===== src/rtl/ahb_periph_bridge.sv =====
// AHB-Lite slave front end for a single-cycle rd_en/wr_en peripheral register port.
// Adds write-error checking, read wait states with a bounded timeout, and two-cycle ERROR responses.
module ahb_periph_bridge #(
    parameter int DATA_WIDTH = 32,
    parameter int ADDR_WIDTH = 32,
    parameter int TIMEOUT    = 16
) (
    input  logic                  clk,
    input  logic                  rst,
    input  logic                  HSEL,
    input  logic [ADDR_WIDTH-1:0] HADDR,
    input  logic [1:0]            HTRANS,
    input  logic                  HWRITE,
    input  logic [2:0]            HSIZE,
    input  logic [DATA_WIDTH-1:0] HWDATA,
    input  logic                  HREADY,
    output logic                  HREADYOUT,
    output logic                  HRESP,
    output logic [DATA_WIDTH-1:0] HRDATA,
    output logic                  rd_en,
    output logic                  wr_en,
    output logic [ADDR_WIDTH-1:0] address,
    output logic [DATA_WIDTH-1:0] wr_data,
    input  logic [DATA_WIDTH-1:0] rd_data,
    input  logic                  ready,
    input  logic                  error
);

    localparam int CW = $clog2(TIMEOUT + 1);

    typedef enum logic [2:0] {IDLE, WRITE, WCHK, READ, RDONE, ERR1, ERR2} state_t;

    state_t                state, state_nxt;
    logic [CW-1:0]         cnt, cnt_nxt;
    logic [ADDR_WIDTH-1:0] addr_q;
    logic                  accept, illegal, take, capture;
    logic                  unused_htrans;

    assign unused_htrans = HTRANS[0];
    assign accept  = HSEL & HREADY & HTRANS[1];
    assign illegal = (HADDR[1:0] != 2'b00) || (HSIZE != 3'b010);
    // Only a state that is completing (HREADYOUT=1) may start the next transfer.
    assign take    = HREADYOUT & accept;

    assign address = addr_q;
    assign wr_data = wr_en ? HWDATA : '0;

    always_comb begin
        state_nxt = state;
        cnt_nxt   = cnt;
        HREADYOUT = 1'b1;
        HRESP     = 1'b0;
        rd_en     = 1'b0;
        wr_en     = 1'b0;
        capture   = 1'b0;
        case (state)
            IDLE: state_nxt = IDLE;
            WRITE: begin
                wr_en     = 1'b1;
                HREADYOUT = 1'b0;
                state_nxt = WCHK;
            end
            WCHK: begin
                if (error) begin
                    HREADYOUT = 1'b0;
                    state_nxt = ERR1;
                end else begin
                    state_nxt = IDLE;
                end
            end
            READ: begin
                rd_en     = 1'b1;
                HREADYOUT = 1'b0;
                if (ready) begin
                    capture   = 1'b1;
                    cnt_nxt   = '0;
                    state_nxt = RDONE;
                end else begin
                    cnt_nxt = cnt + 1'b1;
                    if (cnt_nxt == CW'(TIMEOUT))
                        state_nxt = ERR1;
                end
            end
            RDONE: state_nxt = IDLE;
            ERR1: begin
                HRESP     = 1'b1;
                HREADYOUT = 1'b0;
                state_nxt = ERR2;
            end
            ERR2: begin
                HRESP     = 1'b1;
                state_nxt = IDLE;
            end
            default: state_nxt = IDLE;
        endcase
        if (take) begin
            if (illegal) begin
                state_nxt = ERR1;
            end else if (HWRITE) begin
                state_nxt = WRITE;
            end else begin
                state_nxt = READ;
                cnt_nxt   = '0;
            end
        end
    end

    always_ff @(posedge clk) begin
        if (rst) begin
            state  <= IDLE;
            cnt    <= '0;
            addr_q <= '0;
            HRDATA <= '0;
        end else begin
            state <= state_nxt;
            cnt   <= cnt_nxt;
            if (take)
                addr_q <= HADDR;
            if (capture)
                HRDATA <= rd_data;
        end
    end

endmodule


===== config.mk =====
export PLATFORM = sky130hd
export DESIGN_NAME = ahb_periph_bridge
export DESIGN_NICKNAME = d
export VERILOG_FILES = /design/src/rtl/ahb_periph_bridge.sv
export SDC_FILE = /design/constraint.sdc
export NUM_CORES = 1
export LEC_CHECK = 0
export ABC_AREA = 1
export BUFFER_PORTS_ARGS = -buffer_cell sky130_fd_sc_hd__buf_2
export CAP_MARGIN = 20
export CELL_PAD_IN_SITES_DETAIL_PLACEMENT = 1
export CELL_PAD_IN_SITES_GLOBAL_PLACEMENT = 1
export CORE_ASPECT_RATIO = 0.6
export CORE_UTILIZATION = 28
export CTS_CLUSTER_DIAMETER = 60
export DETAILED_ROUTE_END_ITERATION = 6
export PLACE_DENSITY_LB_ADDON = 0.1
export REMOVE_ABC_BUFFERS = 1
export SLEW_MARGIN = 20
export SYNTH_ARGS = -nofsm -noshare
export SYNTH_HDL_FRONTEND = slang
export SYNTH_SLANG_ARGS = --single-unit

===== constraint.sdc =====
create_clock -name clk -period 1.5 [get_ports clk]
set_input_delay 0.3 -clock clk [delete_from_list [all_inputs] [get_ports clk]]
set_output_delay 0.3 -clock clk [all_outputs]
set_load 0.1 [all_outputs]

==> results by stage, run 1 <==
Route:
- The detail route stage leaves a number of antenna-violating nets equal to 0.
- After detailed routing, the number of vias per cell comes to 4.58.
- Before antenna repair, the detailed router went through 7 iterations.
- The routed wirelength normalized by instance count is 16.5 um.
- The remaining design rule violation count is 14.
- The via count of the routed design is 3726.
- The number of DRC violations after detailed-routing iteration 0 is between 100 and 150.
- Wires add up to 13400 um.

Worst setup path:
- The signal on the critical path passes through inv_2, nand2_4, nor2_4, inv_4, buf_16, nor2_4, buf_12.
- The cell family contributing the most delay on the critical path is buffers and inverters.
- The slowest stage of the critical path belongs to the cell dfxtp_2.
- The number of buffer and inverter stages on the critical path is 4.
- The kind of launch point of the worst setup path is a flop.
- At the worst endpoint, the required time is ~1.2 ns.
- On the worst path, the slowest cell contributes a delay of 0.33 ns.
- The worst setup path is of the flop to primary output kind.
- Among the stages of the critical path, the cell type that occurs most often is nor2_4.
- The critical path endpoint category is a primary output.
- At the worst endpoint, the arrival time is 1.49 ns.
- The largest fanout of any net on the critical path is 7.

Timing:
- On the final layout, the worst clock skew is 0.00992 ns.
- Of the available clock period, the critical path in the final layout requires 120%.
- The max-slew headroom at the worst pin is 66.8%.
- For the pin with the worst max-slew slack, the measured transition is slightly below 0.5 ns.
- In the post-route analysis, the smallest setup slack over all paths is -0.294 ns.
- The number of hold-slack violations in the final timing report is 0.
- The worst path in the final design needs a cycle of 1.79 ns, including I/O delays and setup.
- The count of final max-slew check failures is 0.
- The sum of negative setup slack is -11.57 ns.
- For this run, the top clock speed supported by timing is roughly 0.56 GHz.
- The total of endpoints with negative setup slack in the final report is 72.
- Setup repair after global routing could not meet its margin everywhere.
- The final hold slack is 0.197 ns.

Floorplan:
- The area of the placeable core is 10700 um^2.
- The count of pins on the block boundary is 208.
- In this run the core area contains 29 standard-cell rows.
- The area of the die is 11700 um^2.
- The die extent in y is approximately 84 um.
- From left edge to right edge, the die measures 139 um.
- For this configuration, the core starts out at a cell density of 29.3%.

Logic synthesis:
- The number of distinct library cell variants in the gate-level netlist after synthesis is 26.
- The part of the Yosys area used for sequential elements is 45.9%.
- The number of instances in the synthesized netlist is 431.
- The count of warnings emitted by yosys is 0.
- The combined area of all synthesized cells is 3140 um^2.
- The count of flip-flops with a built-in enable after synthesis is 0.
- The cell accounting for the most synthesized area is dfxtp_1.
- Among all flip-flop cells after synthesis, the most frequent one is dfxtp_1.
- In this run the mean area of a mapped cell was 7.29 um^2.
- In the synthesized netlist the async set-or-reset flop fraction comes to 0%.
- In this run, synthesis produced a sequential element count of 72.
- The area share of the leading cell type in the synthesized netlist is 45.9%.
- By area the synthesized netlist is led by dfxtp_1, nor2_1, nand3_1.

Clock network:
- Counting the buffers created by CTS gives 9.
- Clock-pin slew was measured on the worst setup and hold paths at ~0.060 ns.
- The CTS tree is yes.
- For this design, the sink count on the clock tree is between 70 and 80.
- The clock tree synthesis step divided the H-tree into 3 levels.
- The master cell of the clock root buffer is clkbuf_16.
- Counting along the longest clock path gives a buffer depth of 2.
- Clock latency on the worst-skew pair, taken at its later pin, is 0.34 ns.

Pwr:
- VDD sags by at most 0.000505 V.
- The overall power after layout is 5.41 mW.
- Power spread over the standard cell area amounts to approximately 870 nW/um^2.
- The analysis attributes to cell leakage a power of 2.85 nW.

Placement:
- The worst setup timing slack at the placement stage is -0.0523 ns.
- Detailed placement ended at an HPWL of 8270 um.
- The placer's final routability congestion estimate is 0.761.
- The post-placement cell count is 769.
- The number of buffer cells added on primary ports is 206.

Job:
- The tool flagged a number of max-cap violations equal to 0.

Run status:
- The run finished, with violations left.
- The checks that failed: DRC, setup timing.

Global route:
- The first global-routing pass estimated a little under 20000 um of wire.
- The initial antenna violation count came to 0.
- The total overflow left after global routing is 0.
- The total global routing track utilization is 20.8%.
- The via count of the first global-routing pass is 3778.
- The maximum number of pins on one net before global-route repair is 36.

Final layout:
- The layout net count is 778.
- The layout cell share with drive strength beyond 1 is 55.5%.
- The area growth from synthesis to layout is 97.7%.
- The number of standard cells in the layout, taps in and fillers out is 813.
- The number of diodes added for antenna fixing is 0.
- The number of filler cells placed in the layout is approximately 1300.

Hold path:
- The path class of the lowest-slack min-delay path is input pin to flop.
==> state kept, by name, summed over array words and instances (netlist names) <==
name     cells
HRDATA      32
state        3
address     32
cnt          5
==> worst paths after layout <==
check	from	endpoint	slack (ns)	depth (start not counted)
worst min register to register	HRDATA[25]$_SDFFE_PP0P_	HRDATA[25]$_SDFFE_PP0P_	0.45	2
worst max-delay path	state[1]$_SDFFE_PP0P_	wr_data[21]	-0.29	7
worst min-delay path	HADDR[20]	address[20]$_SDFFE_PP0N_	0.20	3
worst max register to register	state[1]$_SDFFE_PP0P_	address[5]$_SDFFE_PP0N_	-0.14	12
==> final cells by class <==
class,instances,area [um^2],share of cell area (%)
Inverter,49,209,3.36
Multi-Input combinational cell,285,1870,30.2
Sequential cell,72,1450,23.3
Clock buffer,10,239,3.85
Tap cell,139,174,2.80
Clock inverter,6,67.6,1.09
Timing Repair Buffer,252,2200,35.5
==> stage by stage <==
step           utilization [%]  area (um^2)
5_1_grt                   57.8         6210
3_3_place_gp              45.4         4880
6_report                  57.8         6210
3_5_place_dp              45.4         4880
4_1_cts                   52.5         5640
2_1_floorplan                -         2950
==> layout by cell type, fill, tap and decap left out, types with 19 or more instances in the layout <==
cell type | synthesis | final
nand3_1 | 37 | 36
o21ai_0 | 33 | 27
buf_12 | 1 | 42
nand2_1 | 48 | 38
nor2_4 | 2 | 60
buf_4 | 3 | 19
buf_2 | 5 | 167
inv_1 | 44 | 43
a21oi_1 | 36 | 33
dfxtp_1 | 72 | 69
nor2_1 | 102 | 38
==> synthesized netlist by cell type (2+ instances only) <==
cell / instances
a21oi_1: 36
a22oi_1: 3
buf_2: 5
buf_4: 3
buf_6: 8
clkbuf_1: 9
dfxtp_1: 72
inv_1: 44
inv_2: 3
nand2_1: 48
nand2_2: 3
nand2_4: 2
nand3_1: 37
nand4_1: 3
nor2_1: 102
nor2_2: 10
nor2_4: 2
o21ai_0: 33
==> worst reg2reg max path: cells and delay by family, from the launching register on <==
family	cells	cell delay, ns
buffers and inverters	6	0.77
flip-flops	1	0.33
AND/OR/NAND/NOR	6	0.43
==> power by group <==
group	switching (mW)	internal, mW	leakage [nW]	total [mW]
logic	0.809	0.384	2.11	1.19
registers	0.0441	1.96	0.585	2.01
clock network	0.871	1.34	0.150	2.21
total	1.73	3.69	2.85	5.41
==> kinds of logic (layout without fill, tap and decap cells) <==
group / Yosys count / count (layout) / share of synthesized area (%)
AO/OA/AOI/OAI: 73 / 73 / 11.9
adder cells (fa/ha/maj): 1 / 1 / 0.398
AND/OR/NAND/NOR: 210 / 211 / 29.5
flip-flops: 72 / 72 / 45.9
buffers and inverters: 75 / 317 / 12.3
==> per-layer routing <==
layer  vias up  track usage [%]  routed length, um
li1       1843                -                  -
met1      1745             24.6               5580
met2       126             36.2               6620
met3        12             7.34               1050
met4         0             4.44                124
met5         -                0                  0
==> what timing repair did <==
action | 4_1_cts | 5_1_grt
pin swaps | 4 | 11
gates cloned | 2 | 8
setup endpoints to repair | 36 | 100
buffers inserted | 10 | 13
hold buffers | 0 | 0
resized for setup | 92 | 96
Power figures use the tool's default switching activity.
==> inputs of run 2 (changes only) <==
--- a/config.mk
+++ b/config.mk
@@ -10,7 +10,6 @@
 export CAP_MARGIN = 20
 export CELL_PAD_IN_SITES_DETAIL_PLACEMENT = 1
 export CELL_PAD_IN_SITES_GLOBAL_PLACEMENT = 1
-export CORE_ASPECT_RATIO = 0.6
 export CORE_UTILIZATION = 28
 export CTS_CLUSTER_DIAMETER = 60
 export DETAILED_ROUTE_END_ITERATION = 6
==> results by stage, run 2 (synthesized netlist as in run 1, its figures left out) <==
Clock network:
- The number of H-tree branching levels was 3 (unchanged).
- The maximum clock path buffer count is 2 (unchanged).
- The CTS tree is yes.
- The clock insertion delay at the later pin of the skew report is 0.36 ns (+0.02 ns).
- The clock buffer count from CTS is 9 (unchanged).
- The master cell of the clock root buffer is clkbuf_8.
- The total of hold buffers inserted after clock tree synthesis came to 0 (unchanged).
- The clock-pin slew on the worst setup and hold paths is 0.08 ns (+0.02 ns).
- The number of sinks handled by clock tree synthesis is 72 (unchanged).

Pwr:
- The worst IR drop on VDD is 0.000589 V (+17%).
- The overall power after layout is 5.21 mW (-3.7%).
- The power density over the cells is 810 nW/um^2 (-7.0%).
- The static leakage is 2.87 nW (+0.96%).

Final layout:
- The number of diodes added for antenna fixing came to 0 (unchanged).
- The number of standard cells in the layout, taps in and fillers out was 822 (+1.1%).
- The most common library cell in the layout ignoring fill and taps is buf_2.
- The layout cell share with drive strength beyond 1 is 59.8% (+4.3 points).
- The final standard cell utilization of the core is 59.1% (+1.2 points).
- The layout net count was 786 (+1.0%).
- The number of filler cells placed in the layout came to 1261 (unchanged).
- Compared with the post-synthesis result, the final layout area differs by 105%.
- The post-route cell area was 6430 um^2 (+3.5%).
- In the layout the commonest cells are buf_2, dfxtp_1, nor2_1.

Route:
- The number of DRC violations after detailed-routing iteration 0 is 175 (+34%).
- The routed wirelength normalized by instance count was 16.8 um (+2.2%).
- The via density per instance came to 4.68 (+2.0%).
- The remaining design rule violation count is 0 (-14).
- The antenna violation net count after detailed routing was 0 (unchanged).
- The first-pass iteration count of the detailed router is 4 (-3).
- The via count of the routed design came to 3844 (+3.2%).
- The final routed wirelength across all metal layers is 13800 um (+3.3%).

Floorplan:
- The area of the die is 11700 um^2 (-0.11%).
- The area of the placeable core is 10900 um^2 (+1.4%).
- The initial core utilization was 28.9% (-0.40 points).
- The count of pins on the block boundary is 208 (unchanged).
- The horizontal die dimension was 108 um (-22%).
- The number of placement rows is 38 (+31%).
- The die extent in y came to 108 um (+28%).

Global route:
- The met2 usage is 36.6% (+0.40 points).
- The most used routing layer is met2.
- The via count of the first global-routing pass is 3643 (-3.6%).
- The met3 layer usage reported by global route is 4.52% (-2.8 points).
- The wire length of the first global-routing pass is 17900 um (-7.7%).
- The remaining global-route overflow is 0 (unchanged).
- The total global routing track utilization is 19.7% (-1.1 points).
- The maximum number of pins on one net before global-route repair came to 36 (unchanged).
- The met1 capacity usage during global routing is 21.5% (-3.1 points).
- The initial antenna violation count came to 0 (unchanged).

Timing:
- The max-slew headroom at the worst pin was 65.7% (-1.1 points).
- The count of final max-slew check failures was 0 (unchanged).
- The final period demand of the worst path came to 1.82 ns (+0.0261 ns).
- The total of endpoints with negative setup slack in the final report came to 79 (+9.7%).
- The least setup slack across all paths after layout is -0.320 ns (-0.0261 ns).
- Setup repair after global routing could not meet its margin everywhere.
- The part of the cycle the worst path needs came to 121% (+1.7 points).
- The worst clock skew was 0.0145 ns (+0.00456 ns).
- The transition time at the pin with the least slew margin is 0.514 ns (+0.0176 ns).
- The final hold slack is 0.176 ns (-0.0209 ns).
- The sum of negative setup slack is -20.29 ns (-8.73 ns).
- The fmax is 0.549 GHz (-1.4%).
- The number of hold-slack violations in the final timing report is 0 (unchanged).

Worst setup path:
- The critical path endpoint category is a primary output.
- The data arrival time at the worst-slack endpoint is 1.52 ns (+0.03 ns).
- The largest fanout of any net on the critical path is 2 (-5).
- STA classifies the critical path startpoint as a flop.
- The critical path required time is 1.20 ns (about the same).
- The critical path in this run is classified as flop to primary output.

Placement:
- The worst setup timing slack at the placement stage was -0.0324 ns (+0.0199 ns).
- The post-placement cell count is 768 (-0.13%).
- The placed cell area is 4900 um^2 (+0.49%).
- The number of buffer cells added on primary ports came to 206 (unchanged).
- The total half-perimeter wirelength after legalization and detailed placement is 7840 um (-5.1%).
- The placer's final routability congestion estimate is 0.739 (-2.9%).

Job:
- The max-capacitance violation count is 0 (unchanged).

Hold path:
- The path class of the lowest-slack min-delay path is input pin to flop.

Run status:
- The run finished, with violations left.
- The checks that failed: setup timing.
-- run 2: changes by cell type in the layout (fill, tap and decap cells not counted), sizes merged --
cell	change
buf	-16
bufinv	+3
clkbuf	+25
clkinv	-2
clkinvlp	-1
nand2	-1
-- run 2: final timing paths --
check | start | to | slack (ns) | depth (start not counted)
hold / removal | HADDR[29] | address[29]$_SDFFE_PP0N_ | 0.18 | 3
setup reg to reg | state[1]$_SDFFE_PP0P_ | HRDATA[27]$_SDFFE_PP0P_ | -0.30 | 13
hold reg to reg | HRDATA[23]$_SDFFE_PP0P_ | HRDATA[23]$_SDFFE_PP0P_ | 0.47 | 2
setup / recovery | state[1]$_SDFFE_PP0P_ | rd_en | -0.32 | 8
-- run 2: power breakdown --
part | leakage (nW) | internal [mW] | switching, mW | total [mW]
Sequential | 0.585 | 1.96 | 0.0297 | 1.99
Combinational | 2.16 | 0.364 | 0.793 | 1.16
Clock | 0.128 | 1.28 | 0.785 | 2.06
-- run 2: critical path, stage by stage, from the launching register on --
cell and delay, ns:
dfxtp_2 0.34, inv_2 0.05, buf_4 0.13, buf_6 0.10, buf_6 0.10, nor2_4 0.11
nand2_4 0.09, inv_8 0.07, buf_12 0.16
-- run 2: cell type report --
| class | count | area (um^2) | area share [%] |
|---|---|---|---|
| clock inverters | 5 | 129 | 2.00 |
| flip-flops and latches | 72 | 1450 | 22.5 |
| inverters | 49 | 216 | 3.37 |
| clock buffers | 11 | 131 | 2.04 |
| repair buffers | 260 | 2390 | 37.1 |
| well taps | 140 | 175 | 2.72 |
| multi-input cells | 284 | 1940 | 30.1 |
| repair inverters | 1 | 8.76 | 0.136 |
-- run 2: timing repair --
action                     CTS  global route
gates cloned                 3            10
buffers inserted             9            20
pin swaps                    4            23
setup endpoints to repair   36           108
resized for setup           94           155
-- run 2: routing by layer --
| layer | up-vias | wire length, um |
|---|---|---|
| met4 | 0 | 294 |
| li1 | 1856 | - |
| met5 | - | 0 |
| met1 | 1827 | 5190 |
| met2 | 141 | 7540 |
| met3 | 20 | 799 |
==> inputs of run 3 (changes only) <==
--- a/config.mk
+++ b/config.mk
@@ -10,9 +10,11 @@
 export CAP_MARGIN = 20
 export CELL_PAD_IN_SITES_DETAIL_PLACEMENT = 1
 export CELL_PAD_IN_SITES_GLOBAL_PLACEMENT = 1
+export CORE_ASPECT_RATIO = 1.2
 export CORE_UTILIZATION = 28
 export CTS_CLUSTER_DIAMETER = 60
 export DETAILED_ROUTE_END_ITERATION = 6
+export HOLD_SLACK_MARGIN = 0.02
 export PLACE_DENSITY_LB_ADDON = 0.1
 export REMOVE_ABC_BUFFERS = 1
 export SLEW_MARGIN = 20
==> results by stage, run 3 (synthesized netlist as in run 1, its figures left out) <==
Worst setup path:
- The worst register-to-register path ends at cnt[0]$_SDFF_PP0_.
- The internal reg-to-reg setup slack was -0.11 ns (+0.19 ns).
- The kind of launch point of the worst setup path is a flop.
- The data arrival time at the worst-slack endpoint is 1.48 ns (-0.04 ns).
- The worst setup path is captured at a primary output.
- The path type of the worst setup path is flop to primary output.
- The signal on the critical path passes through inv_2, nand2_4, nor2_4, inv_6, buf_16, nor2_4, buf_12.
- The largest fanout of any net on the critical path is 8 (+6).
- For this design, the slowest cell found on the critical path is dfxtp_2.
- The delay of the slowest critical-path stage came to 0.32 ns (-0.02 ns).
- The reg-to-reg startpoint is state[1]$_SDFFE_PP0P_.
- Among the stages of the critical path, the cell type that occurs most often is nor2_4.
- The worst reg2reg path depth is 12 (-1).
- The critical path required time is 1.20 ns (about the same).
- The launching element of the worst setup path is state[1]$_SDFFE_PP0P_.

Timing:
- The final period demand of the worst path is 1.78 ns (-0.0379 ns).
- The worst clock skew came to 0.0110 ns (-0.00353 ns).
- The transition time at the pin with the least slew margin is 0.517 ns (+0.00317 ns).
- The count of final max-slew check failures was 0 (unchanged).
- The fmax is 0.561 GHz (+2.1%).
- The max-slew headroom at the worst pin is 65.8% (about the same).
- The number of hold-slack violations in the final timing report came to 0 (unchanged).
- Setup repair after global routing could not meet its margin everywhere.
- The least setup slack across all paths after layout is -0.282 ns (+0.0379 ns).
- The total of endpoints with negative setup slack in the final report is 68 (-14%).
- The part of the cycle the worst path needs was 119% (-2.5 points).

Placement:
- The total half-perimeter wirelength after legalization and detailed placement came to 7820 um (-0.34%).
- The worst setup timing slack at the placement stage came to -0.0316 ns (+0.000805 ns).
- The number of buffer cells added on primary ports is 206 (unchanged).
- The placer's final routability congestion estimate is 0.759 (+2.8%).
- The placed cell area is 4870 um^2 (-0.56%).

Route:
- The remaining design rule violation count is 0 (unchanged).
- The first-pass iteration count of the detailed router is 4 (unchanged).
- The routed wirelength normalized by instance count was 16.8 um (+0.11%).
- The number of DRC violations after detailed-routing iteration 0 is 101 (-42%).
- The via density per instance was 4.68 (+0.18%).
- The via count of the routed design was 3776 (-1.8%).
- The final routed wirelength across all metal layers is 13600 um (-1.8%).
- The antenna violation net count after detailed routing is 0 (unchanged).

Floorplan:
- The area of the die is 11700 um^2 (about the same).
- The count of pins on the block boundary is 208 (unchanged).
- The horizontal die dimension is 98.7 um (-8.6%).
- The initial core utilization is 28.6% (-0.25 points).
- The die extent in y is 118 um (+9.4%).
- The number of placement rows is 42 (+11%).
- The area of the placeable core is 11000 um^2 (+0.87%).

Global route:
- The remaining global-route overflow is 0 (unchanged).
- The maximum number of pins on one net before global-route repair is 34 (-5.6%).
- The total global routing track utilization was 19.3% (-0.42 points).
- The initial antenna violation count came to 0 (unchanged).
- The via count of the first global-routing pass came to 3666 (+0.63%).
- The wire length of the first global-routing pass is 17800 um (about the same).

Final layout:
- The post-route cell area is 6430 um^2 (about the same).
- The final standard cell utilization of the core is 58.6% (-0.47 points).
- The most common library cell in the layout ignoring fill and taps is buf_2.
- The number of diodes added for antenna fixing is 0 (unchanged).
- The layout cell share with drive strength beyond 1 came to 62.6% (+2.8 points).
- The area growth from synthesis to layout came to 105% (about the same).
- The layout net count is 778 (-1.0%).
- In the layout the commonest cells are buf_2, dfxtp_1, nor2_1.

Clock network:
- The clock buffer count from CTS came to 9 (unchanged).
- The total of hold buffers inserted after clock tree synthesis is 0 (unchanged).
- The number of H-tree branching levels is 3 (unchanged).
- The master cell of the clock root buffer is clkbuf_16.
- The maximum clock path buffer count is 2 (unchanged).
- The CTS tree is yes.
- The clock insertion delay at the later pin of the skew report is 0.33 ns (-0.03 ns).
- The number of sinks handled by clock tree synthesis is 72 (unchanged).
- The clock-pin slew on the worst setup and hold paths is 0.06 ns (-0.02 ns).

Hold path:
- The path class of the lowest-slack min-delay path is input pin to flop.
- The cell depth of the worst min-delay path is 3 (unchanged).
- The end point of the worst hold path is address[23]$_SDFFE_PP0N_.
- The worst hold path begins at HADDR[23].

Run status:
- The flow ran to the end, but the final reports show violations.
- The final reports fail on setup timing.

Pwr:
- The static leakage is 2.87 nW (-0.21%).
- The power density over the cells was 864 nW/um^2 (+6.7%).
- The worst IR drop on VDD is 0.000677 V (+15%).

Job:
- The max-capacitance violation count is 0 (unchanged).
[run 3: cell types whose count changed in the layout (fill, tap and decap cells not counted), sizes merged]
cell,change
clkbuf,-21
buf,+14
bufinv,-2
clkinv,-1
clkinvlp,+1
inv,+1
[run 3: timing repair]
action,4_1_cts,5_1_grt
resized for setup,78,174
pin swaps,5,22
gates cloned,2,9
endpoints found under the setup margin,35,107
buffers inserted,7,15
[run 3: metal layers]
| metal | part of all wire, % | vias up | global-route usage (%) |
|---|---|---|---|
| met5 | 0 | - | 0 |
| met4 | 1.6 | 0 | 5.13 |
| met3 | 6.0 | 14 | 5.34 |
| met2 | 56 | 126 | 34.9 |
| met1 | 36 | 1796 | 22.0 |
| li1 | - | 1840 | - |
[run 3: stage by stage]
step | power, mW | hold slack, ns | setup TNS (ns) | std cells
finish | 5.56 | 0.204 | -9.67 | 806
global route | 5.76 | 0.204 | -14.99 | 806
CTS | 5.51 | 0.211 | -8.23 | 786
detailed placement | 3.02 | 0.451 | -0.0495 | 761
global placement | 3.00 | 0.445 | 0 | 761
floorplan | 2.64 | 0.369 | -95.71 | 405
[run 3: worst max-delay path, delay by kind of cell, from the launching register on]
family	cells	cell delay, ns
buffers and inverters	4	0.50
AND/OR/NAND/NOR	3	0.33
flip-flops	1	0.32
[run 3: final cells by class]
| class | count | area (um^2) |
|---|---|---|
| inverter | 49 | 216 |
| tap | 132 | 165 |
| multi-input combinational | 284 | 2020 |
| clock inverter | 5 | 85.1 |
| timing repair buffer | 253 | 2250 |
| clock buffer | 11 | 253 |
| fill | 1249 | 4550 |
| sequential | 72 | 1450 |
[run 3: report_power, final]
group          switching [mW]  leakage [nW]  internal (mW)
Combinational           0.795          2.12          0.353
Sequential             0.0320         0.586           1.96
Clock                   0.863         0.163           1.56
Total                    1.69          2.87           3.87
[run 3: worst max-delay path by stage]
stage	end	slack [ns]	depth (start not counted)
final	wr_data[5]	-0.28	7
after global routing	wr_data[5]	-0.35	7
after CTS	wr_data[29]	-0.26	7
after detailed placement	wr_data[17]	-0.03	7
after global placement	wr_data[5]	0.03	7
after floorplan	wr_data[0]	-2.87	4
